==> config.mk <==
export PLATFORM = sky130hd
export DESIGN_NAME = hcsr04_scheduler
export DESIGN_NICKNAME = d
export VERILOG_FILES = /design/src/rtl/hcsr04_pkg.sv /design/src/rtl/hcsr04_rr_pick.sv /design/src/rtl/hcsr04_scheduler.sv
export SDC_FILE = /design/constraint.sdc
export NUM_CORES = 1
export LEC_CHECK = 0
export CORE_ASPECT_RATIO = 1.5
export CORE_MARGIN = 2
export CORE_UTILIZATION = 35
export DETAILED_ROUTE_END_ITERATION = 8
export GPL_TIMING_DRIVEN = 0
export PLACE_DENSITY = 0.67
export SETUP_SLACK_MARGIN = 0.05
export SLEW_MARGIN = 25
export SYNTH_ARGS = -nofsm -noshare
export SYNTH_HDL_FRONTEND = slang
export SYNTH_SLANG_ARGS = --single-unit
==> constraint.sdc <==
create_clock -name clk -period 2.6 [get_ports clk]
set_input_delay 0.39 -clock clk [delete_from_list [all_inputs] [get_ports clk]]
set_output_delay 0.39 -clock clk [all_outputs]
set_load 0.02 [all_outputs]
==> src/rtl/hcsr04_pkg.sv <==
// Shared types and constants for the multi-channel HC-SR04 scan scheduler.
// Latency/backpressure: none, declarations only.
package hcsr04_pkg;

    typedef enum logic [2:0] {
        ST_IDLE,
        ST_ISSUE,
        ST_WAIT_RES,
        ST_ABORT,
        ST_HOLDOFF
    } sched_state_t;

    localparam int DIST_W          = 12;
    localparam int DEF_PERIOD_CYC  = 3_000_000;
    localparam int DEF_TIMEOUT_CYC = 2_000_000;
    localparam int CORE_ABORT_CYC  = 2;

endpackage

==> src/rtl/hcsr04_rr_pick.sv <==
// Round-robin channel picker: first set mask bit after last_ch, wrapping around.
// Latency: combinational; no backpressure.
module hcsr04_rr_pick #(
    parameter int N_CH = 4
) (
    input  logic [N_CH-1:0]         mask,
    input  logic [$clog2(N_CH)-1:0] last_ch,
    output logic [$clog2(N_CH)-1:0] next_ch,
    output logic                    any_valid
);
    localparam int CW = $clog2(N_CH);

    // Wrapped candidates first, then channels above last_ch override them, so the
    // lowest channel strictly above last_ch wins whenever one exists.
    always_comb begin
        next_ch   = '0;
        any_valid = 1'b0;
        for (int j = N_CH - 1; j >= 0; j--) begin
            if (mask[j] && (j <= int'(last_ch))) begin
                next_ch   = CW'(j);
                any_valid = 1'b1;
            end
        end
        for (int j = N_CH - 1; j >= 0; j--) begin
            if (mask[j] && (j > int'(last_ch))) begin
                next_ch   = CW'(j);
                any_valid = 1'b1;
            end
        end
    end

endmodule

==> src/rtl/hcsr04_scheduler.sv <==
// Time-multiplexes one HC-SR04 ranging core over N_CH sensors in fixed PERIOD_CYC slots.
// Latency: start pulse one cycle after IDLE pick, result one cycle after core_val; no backpressure.
module hcsr04_scheduler
    import hcsr04_pkg::*;
#(
    parameter int N_CH        = 4,
    parameter int PERIOD_CYC  = DEF_PERIOD_CYC,
    parameter int TIMEOUT_CYC = DEF_TIMEOUT_CYC
) (
    input  logic                     clk,
    input  logic                     rst,
    input  logic                     en,
    input  logic [N_CH-1:0]          ch_mask,
    output logic                     core_start,
    input  logic                     core_val,
    input  logic [DIST_W-1:0]        core_dist,
    output logic                     core_rst_n,
    output logic [$clog2(N_CH)-1:0]  sel,
    output logic [N_CH*DIST_W-1:0]   res_dist,
    output logic [N_CH-1:0]          res_new,
    output logic [N_CH-1:0]          res_err,
    output logic                     busy
);
    localparam int CW = $clog2(N_CH);
    localparam int TW = $clog2(PERIOD_CYC);
    localparam int AW = $clog2(CORE_ABORT_CYC + 1);

    sched_state_t    state;
    sched_state_t    next_state;
    logic [TW-1:0]   timer;
    logic [AW-1:0]   abort_cnt;
    logic [CW-1:0]   last_ch;
    logic [CW-1:0]   pick_ch;
    logic            pick_any;
    logic            res_hit;
    logic            res_timeout;

    hcsr04_rr_pick #(
        .N_CH (N_CH)
    ) u_pick (
        .mask      (ch_mask),
        .last_ch   (last_ch),
        .next_ch   (pick_ch),
        .any_valid (pick_any)
    );

    always_ff @(posedge clk or posedge rst) begin
        if (rst) begin
            state <= ST_IDLE;
        end else begin
            state <= next_state;
        end
    end

    always_comb begin
        next_state  = state;
        res_hit     = 1'b0;
        res_timeout = 1'b0;
        case (state)
            ST_IDLE: begin
                if (en && pick_any) begin
                    next_state = ST_ISSUE;
                end
            end
            ST_ISSUE: begin
                next_state = ST_WAIT_RES;
            end
            ST_WAIT_RES: begin
                // A result arriving on the timeout cycle still counts as success.
                if (core_val) begin
                    res_hit    = 1'b1;
                    next_state = ST_HOLDOFF;
                end else if (timer == TW'(TIMEOUT_CYC - 1)) begin
                    res_timeout = 1'b1;
                    next_state  = ST_ABORT;
                end
            end
            ST_ABORT: begin
                if (abort_cnt == AW'(CORE_ABORT_CYC - 1)) begin
                    next_state = ST_HOLDOFF;
                end
            end
            ST_HOLDOFF: begin
                if (timer == TW'(PERIOD_CYC - 1)) begin
                    next_state = ST_IDLE;
                end
            end
            default: begin
                next_state = ST_IDLE;
            end
        endcase
    end

    // Timer is zero in ISSUE and runs uninterrupted to the end of the slot,
    // so slot length does not depend on how the measurement ended.
    always_ff @(posedge clk or posedge rst) begin
        if (rst) begin
            timer      <= '0;
            abort_cnt  <= '0;
            last_ch    <= CW'(N_CH - 1);
            sel        <= '0;
            res_dist   <= '0;
            res_new    <= '0;
            res_err    <= '0;
            core_start <= 1'b0;
            core_rst_n <= 1'b0;
            busy       <= 1'b0;
        end else begin
            timer     <= (state == ST_IDLE) ? '0 : timer + 1'b1;
            abort_cnt <= (state == ST_ABORT) ? abort_cnt + 1'b1 : '0;

            if ((state == ST_IDLE) && (next_state == ST_ISSUE)) begin
                sel     <= pick_ch;
                last_ch <= pick_ch;
            end

            res_new <= '0;
            for (int k = 0; k < N_CH; k++) begin
                if (sel == CW'(k)) begin
                    if (res_hit) begin
                        res_dist[k*DIST_W +: DIST_W] <= core_dist;
                        res_new[k]                   <= 1'b1;
                        res_err[k]                   <= 1'b0;
                    end else if (res_timeout) begin
                        res_err[k] <= 1'b1;
                    end
                end
            end

            core_start <= (next_state == ST_ISSUE);
            core_rst_n <= (next_state != ST_ABORT);
            busy       <= (next_state != ST_IDLE);
        end
    end

endmodule

-- Word-level counts from Yosys, hierarchy flattened
Index checks and enable logic that the tools add are counted.
W data, S select, Z words.
- add/sub/neg operators: 2
- order comparisons: 6
- equality and inequality tests: 12
- multiplexer cells: 34
- reductions and logical operators: 20
- operator list (operator ; count):
    $add A22 B1 Y22 const B ; 1
    $eq A22 B21 Y1 const B ; 1
    $eq A22 B22 Y1 const B ; 1
    $mux W22 ; 1
    $mux W1 ; 19
    $mux W2 ; 8
    $reduce_and A2 Y1 ; 8
    $mux W3 ; 5
    $pmux W3 S5 ; 1
    $logic_and A1 B1 Y1 ; 8
    $eq A3 B1 Y1 const B ; 2
    $eq A3 B2 Y1 const B ; 2
    $eq A2 B1 Y1 const B ; 2
    $eq A2 B2 Y1 const B ; 2
    $gt A2 B2 Y1 const A ; 2
    $le A2 B2 Y1 const A ; 2
    $eq A3 B3 Y1 const B ; 1
    $logic_not A3 Y1 ; 1
    $ne A3 B2 Y1 const B ; 1
    $reduce_bool A3 Y1 ; 1
    $add A2 B1 Y2 const B ; 1
    $gt A1 B2 Y1 const A ; 1
    $le A1 B2 Y1 const A ; 1
    $logic_not A2 Y1 ; 1
    $reduce_bool A2 Y1 ; 1
- flip-flop bits (word level): 90
- input bits: 20
- output and inout bits: 61
- word-level logic and storage cells: 91

-- Longest topological paths before layout
Gate-level depths: netlist (run 1).
- depth after elaboration: 14
- mapped depth: 6
- depth with buffers taken out: 6

-- Hierarchy
A second synthesis (run 1) with hierarchy kept.
- cells, all modules: 313
- area, all modules: 3826.2 µm²
- modules (own cells, without submodules) (module ; instances ; cells an instance ; area each (µm²) ; seq. area each (µm²)):
    hcsr04_scheduler ; 1 ; 299 ; 3744.8 ; 2254.7
    hcsr04_rr_pick ; 1 ; 14 ; 81.3 ; 0.0

-- Least setup slack after synthesis (run 1)
Ideal clock, no wire load.
- path kind: reg-to-reg
- start point: register timer[17]
- end point: register busy
- setup time: 138 ps
- arrival: 1722 ps
- required time: 2462 ps
- setup slack: 740 ps
- stages on the path, launching flop included: 5
- path buffers: 0
- period minus slack after synthesis: 1860 ps
- cell sequence: dfrtp_1 -> nand4bb_1 -> or3_1 -> o31a_1 -> or4_1
- cells in the longest elaborated chain, start to end: 5
- elaborated cells on any way between the ends: 7
- classes of those cells: 2 x eq/ne; 4 x mux; 1 x reduce/logical
- ends and longest elaborated chain (item ; RTL line ; text):
    start, declared ; hcsr04_scheduler.sv:30 ; logic [TW-1:0] timer;
    start signal, assigned ; hcsr04_scheduler.sv:109 ; timer <= (state == ST_IDLE) ? '0 : timer + 1'b1;
    $eq A22 B21 Y1 ; hcsr04_scheduler.sv:73 ; end else if (timer == TW'(TIMEOUT_CYC - 1)) begin
    $mux W3 ; hcsr04_scheduler.sv:73 ;
    $mux W3 ; hcsr04_scheduler.sv:70 ; if (core_val) begin
    $pmux W3 S5 (*) ; hcsr04_scheduler.sv:59 ; case (state)
    via next_state[2] ; hcsr04_scheduler.sv:29 ; sched_state_t next_state;
    $reduce_bool A3 Y1 (*) ; hcsr04_scheduler.sv:132 ; busy <= (next_state != ST_IDLE);
    end signal, assigned ; hcsr04_scheduler.sv:132 ;
    end, declared ; hcsr04_scheduler.sv:22 ; output logic busy
The timed path passes the listed nets; every way through them passes the cells marked *.
A chain may end at the register's enable or synchronous reset.

-- Final worst setup path (run 1)
- start point: register state[1]
- end point: register res_dist[17]
- cells in the longest elaborated chain, start to end: 3
- ends and longest elaborated chain (item ; RTL line ; text):
    start, declared ; hcsr04_scheduler.sv:28 ; sched_state_t state;
    start signal, assigned ; hcsr04_scheduler.sv:51 ; state <= next_state;
    $eq A3 B2 Y1 ; hcsr04_scheduler.sv:59 ;
    $mux W1 ; hcsr04_scheduler.sv:59 ;
    $reduce_and A2 Y1 (no source line) ; -- ;
    end signal, assigned by index ; hcsr04_scheduler.sv:121 ; res_dist[k*DIST_W +: DIST_W] <= core_dist;
    end, declared ; hcsr04_scheduler.sv:19 ; output logic [N_CH*DIST_W-1:0] res_dist,
No other way between the ends.

==> out/metrics.cfg, run 1 <==
[run_status]
outcome=completed

[synthesis]
syn-num-nets=339
ys_seq_area_share_pct=58.4
netlist_instances=317
synth-edff-count=0
synthArstFlopShare_pct=100
syn_area_per_cell_um2=12.2
yosys_register_bits=90
netlist_area_um2=3860
synth_ff_type=dfrtp_1
synth.distinct_cells=54
ys_warn_count=0

[clocking]
cts_hold_buf=0
clock_path_buffers=2
clkTransAtPathRegs_ps=70
cts.sinks=90
clk_latency_ps=330
htreeDepth=3
cts_made_buffers=9
cts_tree=done
post_cts_resized=0
cts_setup_buffers=0
cts_root_buffer=clkbuf_16

[die]
die_h_um=133
start_util_pct=35.5
core_um2=10900
die_area_um2=11900
rows=47
die_w_um=89.7
io_pins=81

[place]
io_buffer_count=80
place.gp.congestion=0.892
dp_slack_ps=178
place_hpwl_mm=6.73

[pwr]
power_density_nw_per_um2=1130
power.leakage_nw=2.21
vdd_drop_max_mv=0.773

[sta]
max_freq_mhz=447
setup_viol=0
slew_viol_final=0
worst_pin_slew_ps=717
skew_ps=6.55
fin_crit_ps=2240
relSlewSlack_pct=51.8
rsz0062_at_grt=false
timing.final.ws_setup_ps=362
fin_tns_setup_ps=0
hold_viol=0
fin_crit_sh_pct=86.1

[layout]
layout-drive-gt1-share_pct=20.2
multi_input_area_um2=1500
syn_to_final_growth_pct=35.0
seqCellArea_um2=2250
diodes=0
final_util_pct=47.9
fin_nets=433
final_cell_mix=dfrtp_1, clkdlybuf4s50_1, mux2_2
final_common_cell=dfrtp_1
fill_cells=978

[job]
max_cap_violations=0

[global_route]
grt_max_degree=28
grt_pass1_vias=3053
grt_usage_pct=16.2
antenna_found_initial=0
grt_pass1_wl_mm=15.3
grt-ovfl-total=0

[critical_path]
path_class=register to register
crit_arrival_ps=2450
worstPathRequired_ps=2820
start_kind=register
cp-end-kind=register
path_max_fanout=10

[routing]
via_count=2796
viasPerCell=4.98
dr.pass1.iters=4
drc=0
wl_mm=9.09
dr.first_iter.drc_count=155
ant_nets=0
wl_per_cell_um=16.2

[hold_path]
hp-class=primary input to asynchronous set/reset pin

-- Yosys cell counts, types with 3 or more instances --
cell      instances  area, um^2
and4_1            3        26.3
nor2_1           33         124
xnor2_1           6        52.6
o31ai_1           5        37.5
a21oi_1           7        35.0
mux2_2           48         541
nand3_1          11        55.1
dfrtp_1          88        2200
o21ai_0           6        30.0
or3_1             4        25.0
xor2_1            5        43.8
nor3_1            4        20.0
or4_1             7        52.6
and4_2            3        30.0
nor2b_1           5        31.3
nand4_1           5        31.3
nand2_1          14        52.6
clkbuf_1          6        22.5
a31oi_1           5        31.3
inv_1             9        33.8
-- flip-flops by register name, indices dropped and copies added, names as in the netlist --
name	flops
abort_cnt	2
busy	1
core_rst_n	1
core_start	1
last_ch	2
res_dist	48
res_err	4
res_new	4
sel	2
state	3
timer	22
-- worst max-delay path, cell delays in order (launching register included) --
cell	delay [ps]
dfrtp_1	320
clkbuf_1	250
nor3b_2	450
nand3_1	310
inv_1	140
buf_2	280
mux2_2	370
-- final cells by class --
| class | count | share of cell area [%] |
|---|---|---|
| Sequential cell | 90 | 43.3 |
| Timing Repair Buffer | 83 | 16.7 |
| Multi-Input combinational cell | 205 | 28.9 |
| Buffer | 13 | 1.27 |
| Tap cell | 147 | 3.53 |
| Clock buffer | 9 | 4.32 |
| Clock inverter | 6 | 1.30 |
| Inverter | 9 | 0.721 |
-- logic make-up (layout without fill, tap and decap cells) --
kind of cell / after synthesis / count (layout) / synth area share [%]
AND/OR/NAND/NOR: 107 / 107 / 15.3
flip-flops: 90 / 90 / 58.4
multiplexers: 49 / 49 / 14.3
AO/OA/AOI/OAI: 36 / 36 / 6.29
buffers and inverters: 22 / 120 / 2.59
XOR/XNOR: 11 / 11 / 2.50
adder cells (fa/ha/maj): 2 / 2 / 0.648
-- per-layer routing --
layer  vias up  part of all wire (%)  GRT usage [%]
met3        12                   6.7           5.87
met5         -                     0              0
met1      1381                    40           17.9
met4         0                   2.0           5.98
li1       1328                     -              -
met2        75                    52           28.7
-- final timing paths --
path                            cells after the start              startpoint  slack (ps)                        to
worst max-delay path                                6      state[1]$_DFF_PP0_         360  res_dist[17]$_DFFE_PP0P_
worst max register to register                      6      state[1]$_DFF_PP0_         360  res_dist[17]$_DFFE_PP0P_
max in group asynchronous                           5                     rst        1280  res_dist[11]$_DFFE_PP0P_
min in group clk                                    1  abort_cnt[0]$_DFF_PP0_         440    abort_cnt[0]$_DFF_PP0_
worst min-delay path                                2                     rst         440  res_dist[19]$_DFFE_PP0P_
worst min register to register                      1  abort_cnt[0]$_DFF_PP0_         440    abort_cnt[0]$_DFF_PP0_
-- metrics by stage --
step | std cells | cell area (um^2) | power (W) | hold slack (ps)
final | 562 | 5210 | 0.00591 | 440
after detailed placement | 547 | 4910 | 0.00467 | 437
after floorplan | 317 | 3860 | 0.00348 | 408
after global placement | 544 | 4850 | 0.00463 | 420
after CTS | 562 | 5210 | 0.00600 | 443
after global routing | 562 | 5210 | 0.00624 | 461
-- power by group --
group          internal, W  leakage, nW  switching, W
logic              0.00121        0.908       0.00123
clock network     0.000743        0.138      0.000537
registers          0.00190         1.16      0.000290
total              0.00386         2.21       0.00205
No activity file was read; power rests on OpenSTA's default activity.
==> run 2: changes to the inputs <==
--- a/config.mk
+++ b/config.mk
@@ -5,12 +5,13 @@
 export SDC_FILE = /design/constraint.sdc
 export NUM_CORES = 1
 export LEC_CHECK = 0
+export ABC_CLOCK_PERIOD_IN_PS = 2600
 export CORE_ASPECT_RATIO = 1.5
 export CORE_MARGIN = 2
-export CORE_UTILIZATION = 35
+export CORE_UTILIZATION = 46
 export DETAILED_ROUTE_END_ITERATION = 8
 export GPL_TIMING_DRIVEN = 0
-export PLACE_DENSITY = 0.67
+export PLACE_DENSITY = 0.75
 export SETUP_SLACK_MARGIN = 0.05
 export SLEW_MARGIN = 25
 export SYNTH_ARGS = -nofsm -noshare
==> out/metrics.cfg, run 2 (synthesis gave the netlist of run 1 again) <==
[run_status]
outcome=completed

[critical_path]
path_max_fanout=10  ; unchanged
r2r_end=res_dist[29]$_DFFE_PP0P_
r2r_setup_slack_ps=370  ; about the same
reg2reg_from=state[1]$_DFF_PP0_
crit_arrival_ps=2450  ; about the same
path_class=register to register
r2r_cells=5  ; -1
cp-end-kind=register
start_kind=register
worstPathRequired_ps=2820  ; about the same

[routing]
ant_nets=0  ; unchanged
top_layer=met4
viasPerCell=5.39  ; +8.3%
wl_met2_mm=4.55  ; -3.4%
dr.first_iter.drc_count=177  ; +14%
via_count=2803  ; +0.25%
wl_per_cell_um=16.7  ; +3.3%
wl_mm=8.69  ; -4.4%
met3_length_um=750  ; +23%
drc=0  ; unchanged
wl_met1_mm=3.24  ; -9.8%
dr.pass1.iters=5  ; +1

[layout]
diodes=0  ; unchanged
fill_cells=631  ; -35%
largest_register=res_dist
largest_reg_flops=48  ; unchanged
layout-drive-gt1-share_pct=20.2  ; unchanged
stdcell_area_um2=5160  ; -0.84%
final_cell_mix=dfrtp_1, clkdlybuf4s50_1, mux2_2
final_util_pct=64.1  ; +16 points
fin_nets=433  ; unchanged
syn_to_final_growth_pct=33.8
reg.largest.list=res_dist: 48 flops, timer: 22 flops
final_common_cell=dfrtp_1

[global_route]
grt_max_degree=34  ; +21%
grt_pass1_wl_mm=14.3  ; -7.1%
grt-ovfl-total=0  ; unchanged
grt_pass1_vias=2938  ; -3.8%
antenna_found_initial=0  ; unchanged
grt_usage_pct=20.4  ; +4.2 points

[place]
place.gp.congestion=0.868  ; -2.7%
io_buffer_count=80  ; unchanged
postPlaceCellArea_um2=4870  ; -0.92%
place_hpwl_mm=6.46  ; -4.0%

[die]
start_util_pct=47.9  ; +12 points
io_pins=81  ; unchanged
die_area_um2=9150  ; -23%
die_h_um=116  ; -12%
rows=40  ; -15%
die_w_um=78.8  ; -12%
core_um2=8060  ; -26%

[pwr]
power_density_nw_per_um2=1150  ; +1.0%
power.leakage_nw=2.21  ; +0.26%
combPwrFrac_pct=41.3  ; about the same
vdd_drop_max_mv=0.842  ; +8.9%
p_sw_w=0.00204  ; -0.58%
intPower_w=0.00388  ; +0.58%
seqPwrFrac_pct=36.9  ; about the same
totalPowerFinal_w=0.00592  ; +0.17%
switching_share_pct=34.5  ; -0.26 points
clock_power_share_pct=21.8  ; about the same

[sta]
max_freq_mhz=448  ; +0.22%
setup_viol=0  ; unchanged
slew_viol_final=0  ; unchanged
fin_tns_setup_ps=0  ; unchanged
fin_crit_ps=2230  ; -4.89 ps
rsz0062_at_grt=false
skew_ps=6.23  ; -0.320 ps
worst_pin_slew_ps=748  ; +31.6 ps
relSlewSlack_pct=49.7  ; -2.1 points
fin_crit_sh_pct=85.9  ; -0.19 points
hold_viol=0  ; unchanged

[hold_path]
hp-class=primary input to asynchronous set/reset pin

[clocking]
htreeDepth=3  ; unchanged
cts_made_buffers=9  ; unchanged
cts_hold_buf=0  ; unchanged
clock_path_buffers=2  ; unchanged
clk_latency_ps=340  ; about the same
cts_root_buffer=clkbuf_16
post_cts_resized=0  ; unchanged
clkTransAtPathRegs_ps=60  ; about the same
cts_tree=done
cts.sinks=90  ; unchanged
cts_setup_buffers=0  ; unchanged

[job]
max_cap_violations=0  ; unchanged

==> run 2: cell types whose count changed in the layout (fill, tap and decap cells not counted) <==
cell      before  now
clkbuf_8       0    1
buf_16         1    2
buf_12         2    1
clkinv_2       1    2
inv_6          1    0
clkinv_4       1    0
==> run 2: final cells by class <==
| cell class | count | area, um^2 | share of cell area, % |
|---|---|---|---|
| Sequential cell | 90 | 2250 | 43.7 |
| Multi-Input combinational cell | 205 | 1500 | 29.1 |
| Timing Repair Buffer | 83 | 876 | 17.0 |
| Clock buffer | 10 | 239 | 4.63 |
| Tap cell | 105 | 131 | 2.54 |
| Buffer | 13 | 66.3 | 1.28 |
| Clock inverter | 5 | 55.1 | 1.07 |
| Inverter | 9 | 37.5 | 0.727 |
==> run 2: worst max-delay path: stages, from the launching register on <==
cell and delay, ps:
dfrtp_1 320, clkbuf_1 270, nor3b_2 430, nand3_1 300
buf_1 410, mux2_2 390
==> run 2: per-stage QoR <==
stage | worst slack (ps) | hold slack [ps] | std cells
floorplan | 740 | 408 | 317
global placement | 227 | 421 | 502
detailed placement | 183 | 431 | 505
CTS | 352 | 422 | 520
global route | 186 | 449 | 520
finish | 367 | 413 | 520
==> run 2: how the worst max path moves through the flow <==
stage | end | start | depth (start not counted)
floorplan | busy$_DFF_PP0_ | timer[17]$_DFF_PP0_ | 4
global placement | res_dist[15]$_DFFE_PP0P_ | rst | 2
detailed placement | res_dist[28]$_DFFE_PP0P_ | core_val | 4
CTS | res_dist[29]$_DFFE_PP0P_ | state[1]$_DFF_PP0_ | 5
global route | res_dist[29]$_DFFE_PP0P_ | state[1]$_DFF_PP0_ | 5
finish | res_dist[29]$_DFFE_PP0P_ | state[1]$_DFF_PP0_ | 5
==> run 2: per-layer routing <==
metal | GRT usage (%) | up-vias
li1 | - | 1328
met1 | 21.6 | 1380
met2 | 36.0 | 81
met3 | 8.50 | 14
met4 | 7.95 | 0
met5 | 0 | -
==> run 2: power groups by stage <==
| stage | Clock (W) | Sequential, W | Combinational, W |
|---|---|---|---|
| floorplan | 0 | 0.00270 | 0.000778 |
| global placement | 0 | 0.00218 | 0.00241 |
| detailed placement | 0 | 0.00220 | 0.00246 |
| CTS | 0.00131 | 0.00218 | 0.00248 |
| global route | 0.00136 | 0.00224 | 0.00262 |
| finish | 0.00129 | 0.00218 | 0.00245 |
